===== src/rtl/mod_enc_pkg.sv =====
// Shared constants, FSM state type and byte-offset helper for the SubBytes sequencer.
package mod_enc_pkg;

  localparam int NBYTES = 16;
  localparam int BYTE_W = 8;

  typedef enum logic [1:0] {IDLE, ISSUE, DRAIN, DONE} subbytes_state_t;

  // MSB bit position of byte i; byte 0 sits in the top bits (FIPS-197 order).
  function automatic int byte_off(input int i, input int nbytes, input int bw);
    return nbytes * bw - 1 - bw * i;
  endfunction

endpackage


===== src/rtl/mod_enc_rom256.sv =====
// AES forward S-box, 256 x 8, one-cycle registered read (output register not reset).
module mod_enc_rom256 (
  input  logic       clk,
  input  logic [7:0] addr_romSbox,
  output logic [7:0] outp_romSbox
);

  localparam logic [2047:0] SBOX = {
    128'h637c777bf26b6fc53001672bfed7ab76,
    128'hca82c97dfa5947f0add4a2af9ca472c0,
    128'hb7fd9326363ff7cc34a5e5f171d83115,
    128'h04c723c31896059a071280e2eb27b275,
    128'h09832c1a1b6e5aa0523bd6b329e32f84,
    128'h53d100ed20fcb15b6acbbe394a4c58cf,
    128'hd0efaafb434d338545f9027f503c9fa8,
    128'h51a3408f929d38f5bcb6da2110fff3d2,
    128'hcd0c13ec5f974417c4a77e3d645d1973,
    128'h60814fdc222a908846eeb814de5e0bdb,
    128'he0323a0a4906245cc2d3ac629195e479,
    128'he7c8376d8dd54ea96c56f4ea657aae08,
    128'hba78252e1ca6b4c6e8dd741f4bbd8b8a,
    128'h703eb5664803f60e613557b986c11d9e,
    128'he1f8981169d98e949b1e87e9ce5528df,
    128'h8ca1890dbfe6426841992d0fb054bb16
  };

  // Entry 0 is the most significant byte of the packed table.
  logic [7:0] rev_idx;
  assign rev_idx = ~addr_romSbox;

  always_ff @(posedge clk) begin
    outp_romSbox <= SBOX[{rev_idx, 3'b000} +: 8];
  end

endmodule


===== src/rtl/mod_enc_subbytes_seq.sv =====
// SubBytes sequencer: streams 16 state bytes through one shared S-box ROM and
// hands the substituted block downstream over a valid/ready handshake.
module mod_enc_subbytes_seq #(
  parameter int NBYTES = 16,
  parameter int BYTE_W = 8
) (
  input  logic                     clk,
  input  logic                     resetn,
  input  logic                     in_valid,
  output logic                     in_ready,
  input  logic [NBYTES*BYTE_W-1:0] in_state,
  output logic                     out_valid,
  input  logic                     out_ready,
  output logic [NBYTES*BYTE_W-1:0] out_state,
  output logic                     busy
);

  import mod_enc_pkg::*;

  localparam int CW = $clog2(NBYTES);
  localparam logic [CW-1:0] LAST = CW'(NBYTES - 1);

  subbytes_state_t state_q, state_d;
  logic [CW-1:0]     cnt_q, cnt_d, cnt_inc;
  logic [BYTE_W-1:0] addr_q, addr_d;
  logic              wr_v_q;
  logic [CW-1:0]     wr_idx_q;
  logic [BYTE_W-1:0] rom_dout;
  logic              accept;

  logic [BYTE_W-1:0] in_bytes [NBYTES];
  logic [BYTE_W-1:0] src_q    [NBYTES];
  logic [BYTE_W-1:0] res_q    [NBYTES];

  genvar gi;
  generate
    for (gi = 0; gi < NBYTES; gi++) begin : g_bytes
      assign in_bytes[gi] = in_state[byte_off(gi, NBYTES, BYTE_W) -: BYTE_W];
      assign out_state[byte_off(gi, NBYTES, BYTE_W) -: BYTE_W] = res_q[gi];
    end
  endgenerate

  assign cnt_inc   = cnt_q + 1'b1;
  assign in_ready  = (state_q == IDLE);
  assign out_valid = (state_q == DONE);
  assign busy      = (state_q != IDLE);

  // The address register is loaded one step ahead so byte k is on the ROM
  // while cnt_q == k; outside ISSUE it rests at zero.
  always_comb begin
    state_d = state_q;
    cnt_d   = cnt_q;
    addr_d  = '0;
    accept  = 1'b0;
    case (state_q)
      IDLE: begin
        if (in_valid) begin
          accept  = 1'b1;
          state_d = ISSUE;
          cnt_d   = '0;
          addr_d  = in_bytes[0];
        end
      end
      ISSUE: begin
        if (cnt_q == LAST) begin
          state_d = DRAIN;
        end else begin
          cnt_d  = cnt_inc;
          addr_d = src_q[cnt_inc];
        end
      end
      DRAIN: state_d = DONE;
      DONE: begin
        if (out_ready) state_d = IDLE;
      end
      default: state_d = IDLE;
    endcase
  end

  always_ff @(posedge clk) begin
    if (!resetn) begin
      state_q  <= IDLE;
      cnt_q    <= '0;
      addr_q   <= '0;
      wr_v_q   <= 1'b0;
      wr_idx_q <= '0;
      for (int i = 0; i < NBYTES; i++) begin
        src_q[i] <= '0;
        res_q[i] <= '0;
      end
    end else begin
      state_q  <= state_d;
      cnt_q    <= cnt_d;
      addr_q   <= addr_d;
      wr_v_q   <= (state_q == ISSUE);
      wr_idx_q <= cnt_q;
      if (accept) begin
        for (int i = 0; i < NBYTES; i++) src_q[i] <= in_bytes[i];
      end
      if (wr_v_q) res_q[wr_idx_q] <= rom_dout;
    end
  end

  mod_enc_rom256 u_sbox (
    .clk          (clk),
    .addr_romSbox (addr_q),
    .outp_romSbox (rom_dout)
  );

endmodule


===== config.mk =====
export PLATFORM = sky130hd
export DESIGN_NAME = mod_enc_subbytes_seq
export DESIGN_NICKNAME = d
export VERILOG_FILES = /design/src/rtl/mod_enc_pkg.sv /design/src/rtl/mod_enc_rom256.sv /design/src/rtl/mod_enc_subbytes_seq.sv
export SDC_FILE = /design/constraint.sdc
export NUM_CORES = 1
export LEC_CHECK = 0
export ABC_AREA = 1
export BUFFER_PORTS_ARGS = -buffer_cell sky130_fd_sc_hd__buf_2
export CORE_ASPECT_RATIO = 0.8
export CORE_MARGIN = 1
export CORE_UTILIZATION = 55
export DETAILED_ROUTE_END_ITERATION = 6
export MAX_ROUTING_LAYER = met4
export PLACE_DENSITY = 0.83
export SLEW_MARGIN = 20
export SYNTH_ARGS = -nofsm -noshare
export SYNTH_HDL_FRONTEND = slang
export SYNTH_SLANG_ARGS = --single-unit

===== constraint.sdc =====
create_clock -name clk -period 5.47 [get_ports clk]
set_clock_uncertainty 0.15 [all_clocks]
set_input_delay 0.547 -clock clk [delete_from_list [all_inputs] [get_ports clk]]
set_output_delay 0.547 -clock clk [all_outputs]
set_load 0.05 [all_outputs]

Word level (Yosys, flattened, before mapping)
Memory sizes are Yosys's and may differ from the RTL's.
Index checks and enable logic that the tools add are counted.
{"block": "totals", "n_memories": 2, "mem_bits_rw": 256, "input_bits": 132, "regBits": 27}
{"block": "op_classes", "mux": 38, "reduce_logical": 6, "bitwise_logic": 17, "shifts": 1, "n_eq_ne": 8, "n_addsub": 1}
{"memory": "res_q", "depth": 16, "width": 8, "read_ports": 16, "rd_clocked_by_memory_dff": 0, "write_ports": 16, "line_no": "mod_enc_subbytes_seq.sv:33", "text": "logic [BYTE_W-1:0] res_q [NBYTES];"}
{"memory": "src_q", "depth": 16, "width": 8, "read_ports": 1, "rd_clocked_by_memory_dff": 0, "write_ports": 16, "line_no": "mod_enc_subbytes_seq.sv:32", "text": "logic [BYTE_W-1:0] src_q [NBYTES];"}
{"operator": "$shiftx A2048 B12 Y8 const A", "count": 1}
{"operator": "$mux W8", "count": 19}
{"operator": "$or A1 B1 Y1", "count": 16}
{"operator": "$pmux W8 S2", "count": 1}
{"operator": "$mux W4", "count": 3}
{"operator": "$mux W1", "count": 10}
{"operator": "$not A8 Y8", "count": 1}
{"operator": "$pmux W2 S4", "count": 1}
{"operator": "$pmux W4 S2", "count": 1}
{"operator": "$reduce_or A8 Y1", "count": 1}
{"operator": "$mux W2", "count": 3}
{"operator": "$ne A2 B2 Y1 const B", "count": 3}
{"operator": "$reduce_and A3 Y1", "count": 2}
{"operator": "$add A4 B1 Y4 const B", "count": 1}
{"operator": "$eq A2 B2 Y1 const B", "count": 2}
{"operator": "$eq A4 B4 Y1 const B", "count": 1}
{"operator": "$reduce_bool A2 Y1", "count": 2}
{"operator": "$eq A2 B1 Y1 const B", "count": 1}
{"operator": "$logic_not A2 Y1", "count": 1}
{"operator": "$ne A2 B1 Y1 const B", "count": 1}

Longest topological paths before layout
Gate-level depths: netlist of the first run.
{"block": "depth", "depth_word": 6, "depth_mapped": 15, "depth_no_buf": 13}

Hierarchy
Synthesis of the first run repeated with hierarchy kept, for this count alone.
{"block": "unflattened", "cells_unflattened": 1824, "area_unflattened_um2": 15099.5}
{"mod": "mod_enc_subbytes_seq", "cells_each": 1189, "n_inst": 1, "area_each_um2": 11831.3, "seq_area_each_um2": 8067.7}
{"mod": "mod_enc_rom256", "cells_each": 635, "n_inst": 1, "area_each_um2": 3268.1, "seq_area_each_um2": 160.2}

Least setup slack after synthesis of the first run
Ideal clock, no wire load.
{"block": "synth_path", "path_kind": "input -> register", "from": "in resetn", "to": "mem src_q[0][0], enable pin", "path_stages": 3, "n_path_buf": 2, "arrival_time_ns": 3.231, "path_slack_ns": 0.974, "path_cell_list": "clkbuf_1 clkbuf_1 nand2_1"}
{"element": "from (decl)", "line_no": "mod_enc_subbytes_seq.sv:8", "text": "input logic resetn,"}
{"element": "to (decl)", "line_no": "mod_enc_subbytes_seq.sv:32"}

Final worst setup path of the first run
{"block": "layout_path", "from": "reg cnt_q[0]", "to": "reg addr_q[0]"}
{"block": "layout_via", "elab_chain_len": 4, "word_cells_on_any_way": 5, "cone_classes": "1 x add/sub; 1 x eq/ne; 2 x mux; 1 x memory"}
{"element": "from (decl)", "line_no": "mod_enc_subbytes_seq.sv:24", "text": "logic [CW-1:0] cnt_q, cnt_d, cnt_inc;"}
{"element": "from (signal assigned)", "line_no": "mod_enc_subbytes_seq.sv:93", "text": "cnt_q <= cnt_d;"}
{"element": "$add A4 B1 Y4", "line_no": "mod_enc_subbytes_seq.sv:43", "text": "assign cnt_inc = cnt_q + 1'b1;"}
{"element": "$mem_v2 Z16 W8"}
{"element": "$mux W8 (*)", "line_no": "mod_enc_subbytes_seq.sv:65", "text": "if (cnt_q == LAST) begin"}
{"element": "$pmux W8 S2 (*)", "line_no": "mod_enc_subbytes_seq.sv:55", "text": "case (state_q)"}
{"element": "to (signal assigned)", "line_no": "mod_enc_subbytes_seq.sv:94", "text": "addr_q <= addr_d;"}
{"element": "to (decl)", "line_no": "mod_enc_subbytes_seq.sv:25", "text": "logic [BYTE_W-1:0] addr_q, addr_d;"}
Every way passes the cells marked *; elsewhere a longest branch is shown, timed or not.
A chain may end at the register's enable or synchronous reset.

==> results of run 1 <==
metrics by stage:
step | std cells | total power [µW] | area (µm²) | setup WS [ns] | util
finish | 2386 | 7290 | 17100 | 2.33 | 0.648
detailed placement | 2337 | 5370 | 16200 | 2.43 | 0.615
CTS | 2385 | 7200 | 17000 | 2.40 | 0.648
global route | 2386 | 7600 | 17100 | 2.21 | 0.648
floorplan | 1801 | 4640 | 14800 | 0.974 | -
global placement | 2337 | 5380 | 16200 | 2.45 | 0.615
final cells by class:
type	count	area, µm²
clock inverter	11	120
clock buffer	37	733
sequential	283	8230
antenna	1	2.50
multi-input combinational	1204	5280
fill	2191	9280
tap	357	447
timing repair buffer	278	1430
inverter	215	808
worst max-delay path by stage:
stage                                           end  slack (ns)  cells after the start
final                          addr_q[0]$_SDFF_PN0_        2.33                      9
after global routing           addr_q[2]$_SDFF_PN0_        2.21                      9
after CTS                      addr_q[0]$_SDFF_PN0_        2.40                      9
after detailed placement       addr_q[0]$_SDFF_PN0_        2.43                      9
after global placement         addr_q[1]$_SDFF_PN0_        2.45                      9
after floorplan           src_q[0][0]$_SDFFCE_PN0P_        0.97                      3
state kept, by name (all words and copies together), names as in the netlist:
signal / flops
addr_q: 8
res_q: 128
u_sbox.outp_romSbox: 8
wr_v_q: 1
state_q: 2
src_q: 128
cnt_q: 4
wr_idx_q: 4
worst max-delay path, delay by kind of cell, from the launching register on:
family | cells | cell delay [ns]
AOI/OAI and AO/OA | 1 | 0.20
adders and majority gates | 1 | 0.35
buffers and inverters | 2 | 0.96
DFF | 1 | 0.75
and+or+nand+nor | 5 | 0.60
layout by cell type (no fill, tap or decap):
master,instances
inv_16,1
edfxtp_1,256
nand3_1,307
inv_1,205
diode_2,1
o21ai_0,21
a21oi_1,30
xor2_2,2
dfxtp_2,2
o21a_1,1
a21boi_0,1
inv_8,1
nor3_1,3
inv_2,5
clkbuf_8,2
or2_2,3
clkbuf_16,27
dfxtp_1,25
ha_1,20
clkinv_2,3
nand2_1,532
o22ai_1,3
clkbuf_1,8
nand4_1,6
xnor2_2,1
buf_4,16
nor3b_1,1
clkinv_1,9
bufinv_16,2
o211ai_1,4
nor2_1,255
nand2_4,1
buf_2,262
a211oi_1,1
o21ai_1,2
nand2_2,10
where the power goes:
group | switching, µW | internal [µW] | total [µW]
clock | 815 | 1040 | 1850
combinational | 1990 | 637 | 2620
sequential | 119 | 2700 | 2820
per-layer routing:
metal / routed length (µm) / track usage / share of wire
met5: 0 / - / 0
met4: 1730 / 0.121 / 0.038
met3: 5790 / 0.0742 / 0.13
met2: 20000 / 0.498 / 0.44
met1: 17800 / 0.452 / 0.39
cells by family after synthesis:
family / after synthesis / share of synthesized area
AOI/OAI and AO/OA: 63 / 0.0228
xor gates and xnor gates: 3 / 0.00331
adders and majority gates: 20 / 0.0170
buffers and inverters: 314 / 0.0852
DFF: 283 / 0.558
and+or+nand+nor: 1118 / 0.314
==> results.yml, run 1 <==
clock_tree:
  post_cts_buffers: 0
  numClockSinks: 283
  cts_resized: 0
  cts_root_buf: "clkbuf_16"
  cts_max_level: 1
  postCtsHoldBufs: 0
  numCtsBuffers: 27
  clkLatencyLatePin_ns: 0.56
  tritoncts: "done"
  clkTransAtPathRegs_ns: 0.07
  clk_path_buf_depth: 3
worst_setup_path:
  path_cells: "ha_1, buf_4, inv_1, nand2_1, nand3_1, nand3_1, nand2_1, nand2_1, a21oi_1"
  setup.worst_path.end_class: "flip-flop"
  max_stage_delay_ns: 0.75
  regToRegEndpoint: "addr_q[0]$_SDFF_PN0_"
  crit_top_cell: "nand2_1"
  crit_path_start: "cnt_q[0]$_SDFFE_PN0P_"
  path_class: "reg -> reg"
  crit_arrival_ns: 3.44
  worstPathRequired_ns: 5.78
  r2r-start: "cnt_q[0]$_SDFFE_PN0P_"
  setup.worst_path.start_class: "flip-flop"
  crit_path_max_fanout: 41
  crit_path_top_delay_cell: "dfxtp_2"
  rrSetupSlack_ns: 2.33
  rr_worst_depth: 9
sta:
  finalSetupTns_ns: 0
  period_share: 0.574
  tightest_slew_ns: 1.08
  finalHoldViolCount: 0
  setup_viol: 0
  slew_violations: 0
  fmax_mhz: 319
  period_needed_ns: 3.14
  rsz0062_at_grt: "no"
  holdWs_ns: 0.0907
  worst_slew_margin_rel: 0.279
synthesis:
  synth_area_mm2: 0.0148
  syn_avg_cell_area_um2: 8.19
  yosysSeqAreaShare: 0.558
  yosys_warnings: 0
  synth_top_cell_area_share: 0.521
  synthTopCellsByArea: "edfxtp_1, nand2_1, nand3_1"
  synthDistinctLibCells: 30
  ys.flop_type: "edfxtp_1"
  synth_most_common_cell: "nand2_1"
  synth_edf_count: 256
  ys_async_sr_fraction: 0
  syn-instance-count: 1801
  ys_ff_latch: 283
  syn_nets: 1953
  synth_top_area_cell: "edfxtp_1"
  synth_common_cells: "nand2_1, nand3_1, edfxtp_1"
cells_and_area:
  final_nets: 2161
  drive_gt1_frac: 0.167
  syn2layout_area_growth_pct: 15.6
floorplanning:
  ioPinCount: 263
  start_util: 0.560
  core_area_mm2: 0.0263
  die_area_mm2: 0.0275
  die-height_um: 148
  die_width_um: 185
  row_count: 53
global_route:
  antenna_found_initial: 1
  grt_overflow: 0
  grt_pass1_vias: 12400
  grt_max_degree: 82
  grt_pass1_wl_mm: 68.3
  grt_use_total: 0.335
run_status:
  outcome: "finished, violations left"
  violations: "DRC"
placement:
  gp_congestion: 1.01
  hpwl_mm: 30.5
  io_buffers: 262
worst_hold_path:
  whs_path_depth: 3
  holdPathEnd: "src_q[15][2]$_SDFFCE_PN0P_"
  min_from: "in_state[2]"
  hold_path.class: "in -> reg"
route:
  totalWireLength_mm: 45.3
  drt-initial-drc-count: 2328
  dr.pass1.iters: 7
  drc: 1
  via_per_inst: 5.66
  drtAntennaViolNets: 0
  wl_per_cell_um: 19.0
  vias: 13500
power:
  p_leak_uw: 0.00851
  peakVddDrop_mv: 0.265
  power_density_mw_per_mm2: 428
flow_run:
  max_cap_viol_count: 0
No activity file was read; power rests on OpenSTA's default activity.
==> inputs of run 2 (changes only) <==
==> constraint.sdc (replaced) <==
create_clock -name clk -period 2.95 [get_ports clk]
set_clock_uncertainty 0.15 [all_clocks]
set_input_delay 0.295 -clock clk [delete_from_list [all_inputs] [get_ports clk]]
set_output_delay 0.295 -clock clk [all_outputs]
set_load 0.05 [all_outputs]
==> results.yml, run 2 (same netlist as run 1, synthesis figures left out) <==
worst_setup_path:
  crit_path_top_delay_cell: "nand2_2"
  setup.worst_path.end_class: "flip-flop"
  r2r-start: "state_q[0]$_SDFFE_PN0P_"
  crit_path_max_fanout: 54
  path_class: "reg -> reg"
  rr_worst_depth: 7
  crit_arrival_ns: 2.61
  max_stage_delay_ns: 0.42
  rrSetupSlack_ns: 0.49
  setup.worst_path.start_class: "flip-flop"
  path_cells: "inv_1, ha_1, nand2_1, clkinv_1, nand2_2, buf_12, nor2_1"
  worstPathRequired_ns: 3.10
  regToRegEndpoint: "src_q[5][7]$_SDFFCE_PN0P_"
route:
  totalWireLength_mm: 53.4
  vias: 14800
  drc: 0
  wl_per_cell_um: 20.9
  dr.pass1.iters: 6
  drtAntennaViolNets: 0
  via_per_inst: 5.81
  drt-initial-drc-count: 2407
sta:
  finalHoldViolCount: 0
  fin_ws_ns: 0.491
  worst_slew_margin_rel: 0.374
  slew_violations: 0
  period_needed_ns: 2.46
  finalSetupTns_ns: 0
  tightest_slew_ns: 0.938
  rsz0062_at_grt: "no"
  period_share: 0.833
  setup_viol: 0
  fmax_mhz: 407
cells_and_area:
  drive_gt1_frac: 0.171
  final_nets: 2318
  syn2layout_area_growth_pct: 26.5
  fin_cells: 2547
  final_cell_mix: "nand2_1, nand3_1, buf_2"
  postLayoutCellArea_mm2: 0.0187
  nFillCells: 1894
  reg.largest.list: "res_q (128), src_q (128)"
  layout_commonest_cell: "nand2_1"
global_route:
  antenna_found_initial: 2
  grt_pass1_vias: 14200
  grt_use_total: 0.396
  grt_pass1_wl_mm: 79.4
  grt_overflow: 0
  grt_max_degree: 76
worst_hold_path:
  min_from: "out_ready"
  hold_path.class: "in -> reg"
  holdPathEnd: "state_q[1]$_SDFFE_PN0P_"
  whs_path_depth: 3
clock_tree:
  numCtsBuffers: 28
  post_cts_buffers: 0
  cts_root_buf: "clkbuf_16"
  clkLatencyLatePin_ns: 0.56
  cts_max_level: 1
  clkTransAtPathRegs_ns: 0.07
  clk_path_buf_depth: 3
  numClockSinks: 283
  tritoncts: "done"
floorplanning:
  die_area_mm2: 0.0275
  die_width_um: 185
  ioPinCount: 263
  core_area_mm2: 0.0263
  die-height_um: 148
  start_util: 0.560
  row_count: 53
placement:
  io_buffers: 262
  gp_congestion: 1.05
  place_ws_ns: 0.637
  hpwl_mm: 32.6
  place_inst: 2365
  postPlaceCellArea_mm2: 0.0165
power:
  p_leak_uw: 0.00922
  power_density_mw_per_mm2: 754
  peakVddDrop_mv: 0.553
run_status:
  outcome: "finished clean"
flow_run:
  max_cap_viol_count: 0
[run 2: changes by cell type in the layout (fill, tap and decap cells not counted), moves of 2 or more]
cell           before  now
clkinv_4            0    2
clkinvlp_4          0    2
clkbuf_1            8    2
buf_12              0    6
clkbuf_8            2    0
clkinv_1            9   11
dlygate4sd3_1       0  128
diode_2             1    3
buf_4              16   38
clkinv_2            3    6
[run 2: per-stage QoR]
stage | total power, µW | utilization | hold WS, ns
after floorplan | 8560 | - | 0.297
after global placement | 10200 | 0.626 | 0.319
after detailed placement | 10100 | 0.626 | 0.318
after CTS | 13700 | 0.709 | 0.0256
after global routing | 14600 | 0.709 | 0.0508
final | 14100 | 0.709 | 0.0174
[run 2: worst max-delay path: cells and delay by family (launching register included)]
| family | cells | cell delay (ns) |
|---|---|---|
| buf+inv | 3 | 0.69 |
| fa+ha+maj | 1 | 0.24 |
| simple gates | 3 | 0.73 |
| flops | 1 | 0.36 |
[run 2: routing by layer]
| metal | track usage | part of all wire |
|---|---|---|
| met1 | 0.500 | 0.37 |
| met2 | 0.610 | 0.46 |
| met3 | 0.0835 | 0.12 |
| met4 | 0.194 | 0.053 |
| met5 | - | 0 |
[run 2: final cells by class]
type	count	area, µm²	share of cell area
Sequential cell	283	8230	0.441
Antenna cell	3	7.51	0.000402
Inverter	215	807	0.0432
Tap cell	357	447	0.0239
Clock inverter	21	188	0.0101
Timing Repair Buffer	434	3000	0.161
Multi-Input combinational cell	1204	5280	0.283
Clock buffer	30	708	0.0379
[run 2: worst max-delay path by stage]
stage / slack, ns / startpoint / endpoint
3_3_place_gp: 0.67 / state_q[0]$_SDFFE_PN0P_ / src_q[8][3]$_SDFFCE_PN0P_
5_1_grt: 0.32 / state_q[0]$_SDFFE_PN0P_ / src_q[5][7]$_SDFFCE_PN0P_
3_5_place_dp: 0.64 / state_q[0]$_SDFFE_PN0P_ / src_q[9][5]$_SDFFCE_PN0P_
4_1_cts: 0.63 / state_q[0]$_SDFFE_PN0P_ / src_q[9][5]$_SDFFCE_PN0P_
6_report: 0.49 / state_q[0]$_SDFFE_PN0P_ / src_q[5][7]$_SDFFCE_PN0P_
2_1_floorplan: 0.33 / state_q[0]$_SDFFE_PN0P_ / src_q[0][0]$_SDFFCE_PN0P_
[run 2: what timing repair did]
item	CTS	global route
hold endpoints to repair	133	0
endpoints found under the setup margin	0	0
hold buffers	128	0
gates resized for setup	0	0
[run 2: where the power goes]
part	switching (µW)	leakage (µW)	internal, µW	total, µW
clock network	1610	0.000435	1930	3540
registers	191	0.00291	5000	5190
logic	3930	0.00588	1430	5350
==> inputs of run 3 (changes only) <==
--- a/config.mk
+++ b/config.mk
@@ -9,10 +9,10 @@
 export BUFFER_PORTS_ARGS = -buffer_cell sky130_fd_sc_hd__buf_2
 export CORE_ASPECT_RATIO = 0.8
 export CORE_MARGIN = 1
-export CORE_UTILIZATION = 55
+export CORE_UTILIZATION = 51
 export DETAILED_ROUTE_END_ITERATION = 6
 export MAX_ROUTING_LAYER = met4
-export PLACE_DENSITY = 0.83
+export PLACE_DENSITY = 0.81
 export SLEW_MARGIN = 20
 export SYNTH_ARGS = -nofsm -noshare
 export SYNTH_HDL_FRONTEND = slang
==> constraint.sdc (replaced) <==
create_clock -name clk -period 2.1 [get_ports clk]
set_clock_uncertainty 0.15 [all_clocks]
set_input_delay 0.21 -clock clk [delete_from_list [all_inputs] [get_ports clk]]
set_output_delay 0.21 -clock clk [all_outputs]
set_load 0.05 [all_outputs]
==> results.yml, run 3 (same netlist as run 1, synthesis figures left out) <==
run_status:
  outcome: "finished clean"
power:
  p_total_uw: 21700
  power_density_mw_per_mm2: 1080
  p_leak_uw: 0.00990
  peakVddDrop_mv: 0.943
worst_hold_path:
  whs_path_depth: 4
  holdPathEnd: "wr_idx_q[0]$_SDFF_PN0_"
  hold_path.class: "in -> reg"
  min_from: "resetn"
sta:
  fmax_mhz: 492
  period_needed_ns: 2.03
  period_share: 0.969
  tightest_slew_ns: 0.473
  rsz0062_at_grt: "yes"
  slew_violations: 0
  finalHoldViolCount: 0
  setup_viol: 0
  worst_slew_margin_rel: 0.685
  holdWs_ns: 0.0706
floorplanning:
  row_count: 55
  die-height_um: 154
  ioPinCount: 263
  die_width_um: 192
  die_area_mm2: 0.0296
  core_area_mm2: 0.0284
  start_util: 0.520
cells_and_area:
  reg.largest.list: "res_q (128), src_q (128)"
  drive_gt1_frac: 0.226
  fin_cells: 2666
  syn2layout_area_growth_pct: 35.8
  final_nets: 2426
  layout_commonest_cell: "nand2_1"
  postLayoutCellArea_mm2: 0.0200
  final_cell_mix: "nand2_1, nand3_1, buf_2"
  nFillCells: 2041
  fin_util: 0.707
worst_setup_path:
  r2r-start: "cnt_q[0]$_SDFFE_PN0P_"
  crit_path_max_fanout: 28
  rr_worst_depth: 9
  worstPathRequired_ns: 2.45
  rrSetupSlack_ns: 0.07
  max_stage_delay_ns: 0.38
  path_cells: "ha_1, buf_12, nor2_1, o21ai_0, nand3_1, nand3_1, nand2_1, nand2_1, a21oi_1"
  regToRegEndpoint: "addr_q[0]$_SDFF_PN0_"
  crit_path_top_delay_cell: "ha_1"
  setup.worst_path.start_class: "flip-flop"
  path_class: "reg -> reg"
  setup.worst_path.end_class: "flip-flop"
  crit_arrival_ns: 2.38
global_route:
  grt_pass1_vias: 15100
  antenna_found_initial: 0
  gr-usage-met1: 0.565
  grt_pass1_wl_mm: 89.5
  grt_max_degree: 73
  met2_usage: 0.615
  grt-busiest-layer: "met2"
  grt_util_met3: 0.0972
  grt_use_total: 0.419
  grt_overflow: 0
route:
  vias: 15300
  drtAntennaViolNets: 0
  drc: 0
  via_per_inst: 5.73
  totalWireLength_mm: 60.2
  drt-initial-drc-count: 1869
  wl_per_cell_um: 22.6
  dr.pass1.iters: 6
clock_tree:
  clkTransAtPathRegs_ns: 0.07
  tritoncts: "done"
  numCtsBuffers: 29
  clkLatencyLatePin_ns: 0.59
  cts_max_level: 1
  clk_path_buf_depth: 3
  cts_root_buf: "clkbuf_16"
  numClockSinks: 283
placement:
  hpwl_mm: 38.3
  gp_congestion: 1.01
  postPlaceCellArea_mm2: 0.0175
  io_buffers: 262
  place_inst: 2481
flow_run:
  max_cap_viol_count: 0
## run 3: cell count changes in the layout (fill, tap and decap cells not counted), sizes merged
cell         previous run  this run
bufinv                  2         5
diode                   3         1
clkbuf                 30        31
clkinv                 20        18
buf                   306       410
dlygate4sd3           128       130
## run 3: worst max-delay path, delay by kind of cell (launching register included)
| kind | cells | cell delay, ns |
|---|---|---|
| AOI/OAI and AO/OA | 2 | 0.25 |
| adders and majority gates | 1 | 0.38 |
| buffers and inverters | 1 | 0.20 |
| DFF | 1 | 0.36 |
| and+or+nand+nor | 5 | 0.59 |
## run 3: routing by layer
layer / vias to the layer above / routed length, µm
met3: 199 / 7030
met1: 7202 / 23600
met4: 0 / 2460
met5: - / 0
met2: 1131 / 27000
li1: 6746 / -
## run 3: worst max-delay path by stage
stage	from	to	slack, ns	depth (start not counted)
after floorplan	addr_q[0]$_SDFF_PN0_	u_sbox.outp_romSbox[2]$_DFF_P_	0.001	15
after global placement	addr_q[1]$_SDFF_PN0_	u_sbox.outp_romSbox[5]$_DFF_P_	-0.05	11
after detailed placement	addr_q[0]$_SDFF_PN0_	u_sbox.outp_romSbox[6]$_DFF_P_	-0.03	11
after CTS	addr_q[0]$_SDFF_PN0_	u_sbox.outp_romSbox[5]$_DFF_P_	0.0006	11
after global routing	addr_q[1]$_SDFF_PN0_	u_sbox.outp_romSbox[2]$_DFF_P_	-0.02	14
final	cnt_q[0]$_SDFFE_PN0P_	addr_q[0]$_SDFF_PN0_	0.07	9
## run 3: area by class of cell
| cell class | instances | area [µm²] | area share |
|---|---|---|---|
| antenna | 1 | 2.50 | 0.000125 |
| clock buffer | 30 | 729 | 0.0364 |
| clock inverter | 22 | 251 | 0.0126 |
| inverter | 215 | 810 | 0.0404 |
| multi-input combinational | 1204 | 5460 | 0.273 |
| sequential | 283 | 8230 | 0.411 |
| tap | 370 | 463 | 0.0231 |
| timing repair buffer | 541 | 4080 | 0.204 |
## run 3: timing repair
action,CTS,global route
buffers inserted,0,1
hold endpoints to repair,139,0
cloned,0,1
endpoints found under the setup margin,6,36
resized for setup,8,38
hold buffers,130,0
pin swaps,0,2
## run 3: metrics by stage
| stage | worst slack [ns] | TNS [ns] |
|---|---|---|
| after floorplan | 0.00132 | 0 |
| after global placement | -0.0512 | -0.114 |
| after detailed placement | -0.0339 | -0.113 |
| after CTS | 0.000614 | 0 |
| after global routing | -0.0241 | -0.0241 |
| final | 0.0657 | 0 |
## run 3: report_power, final
group          total [µW]  switching, µW  internal (µW)
clock network        5470           2330           3140
registers            7320            297           7020
logic                8900           6060           2840
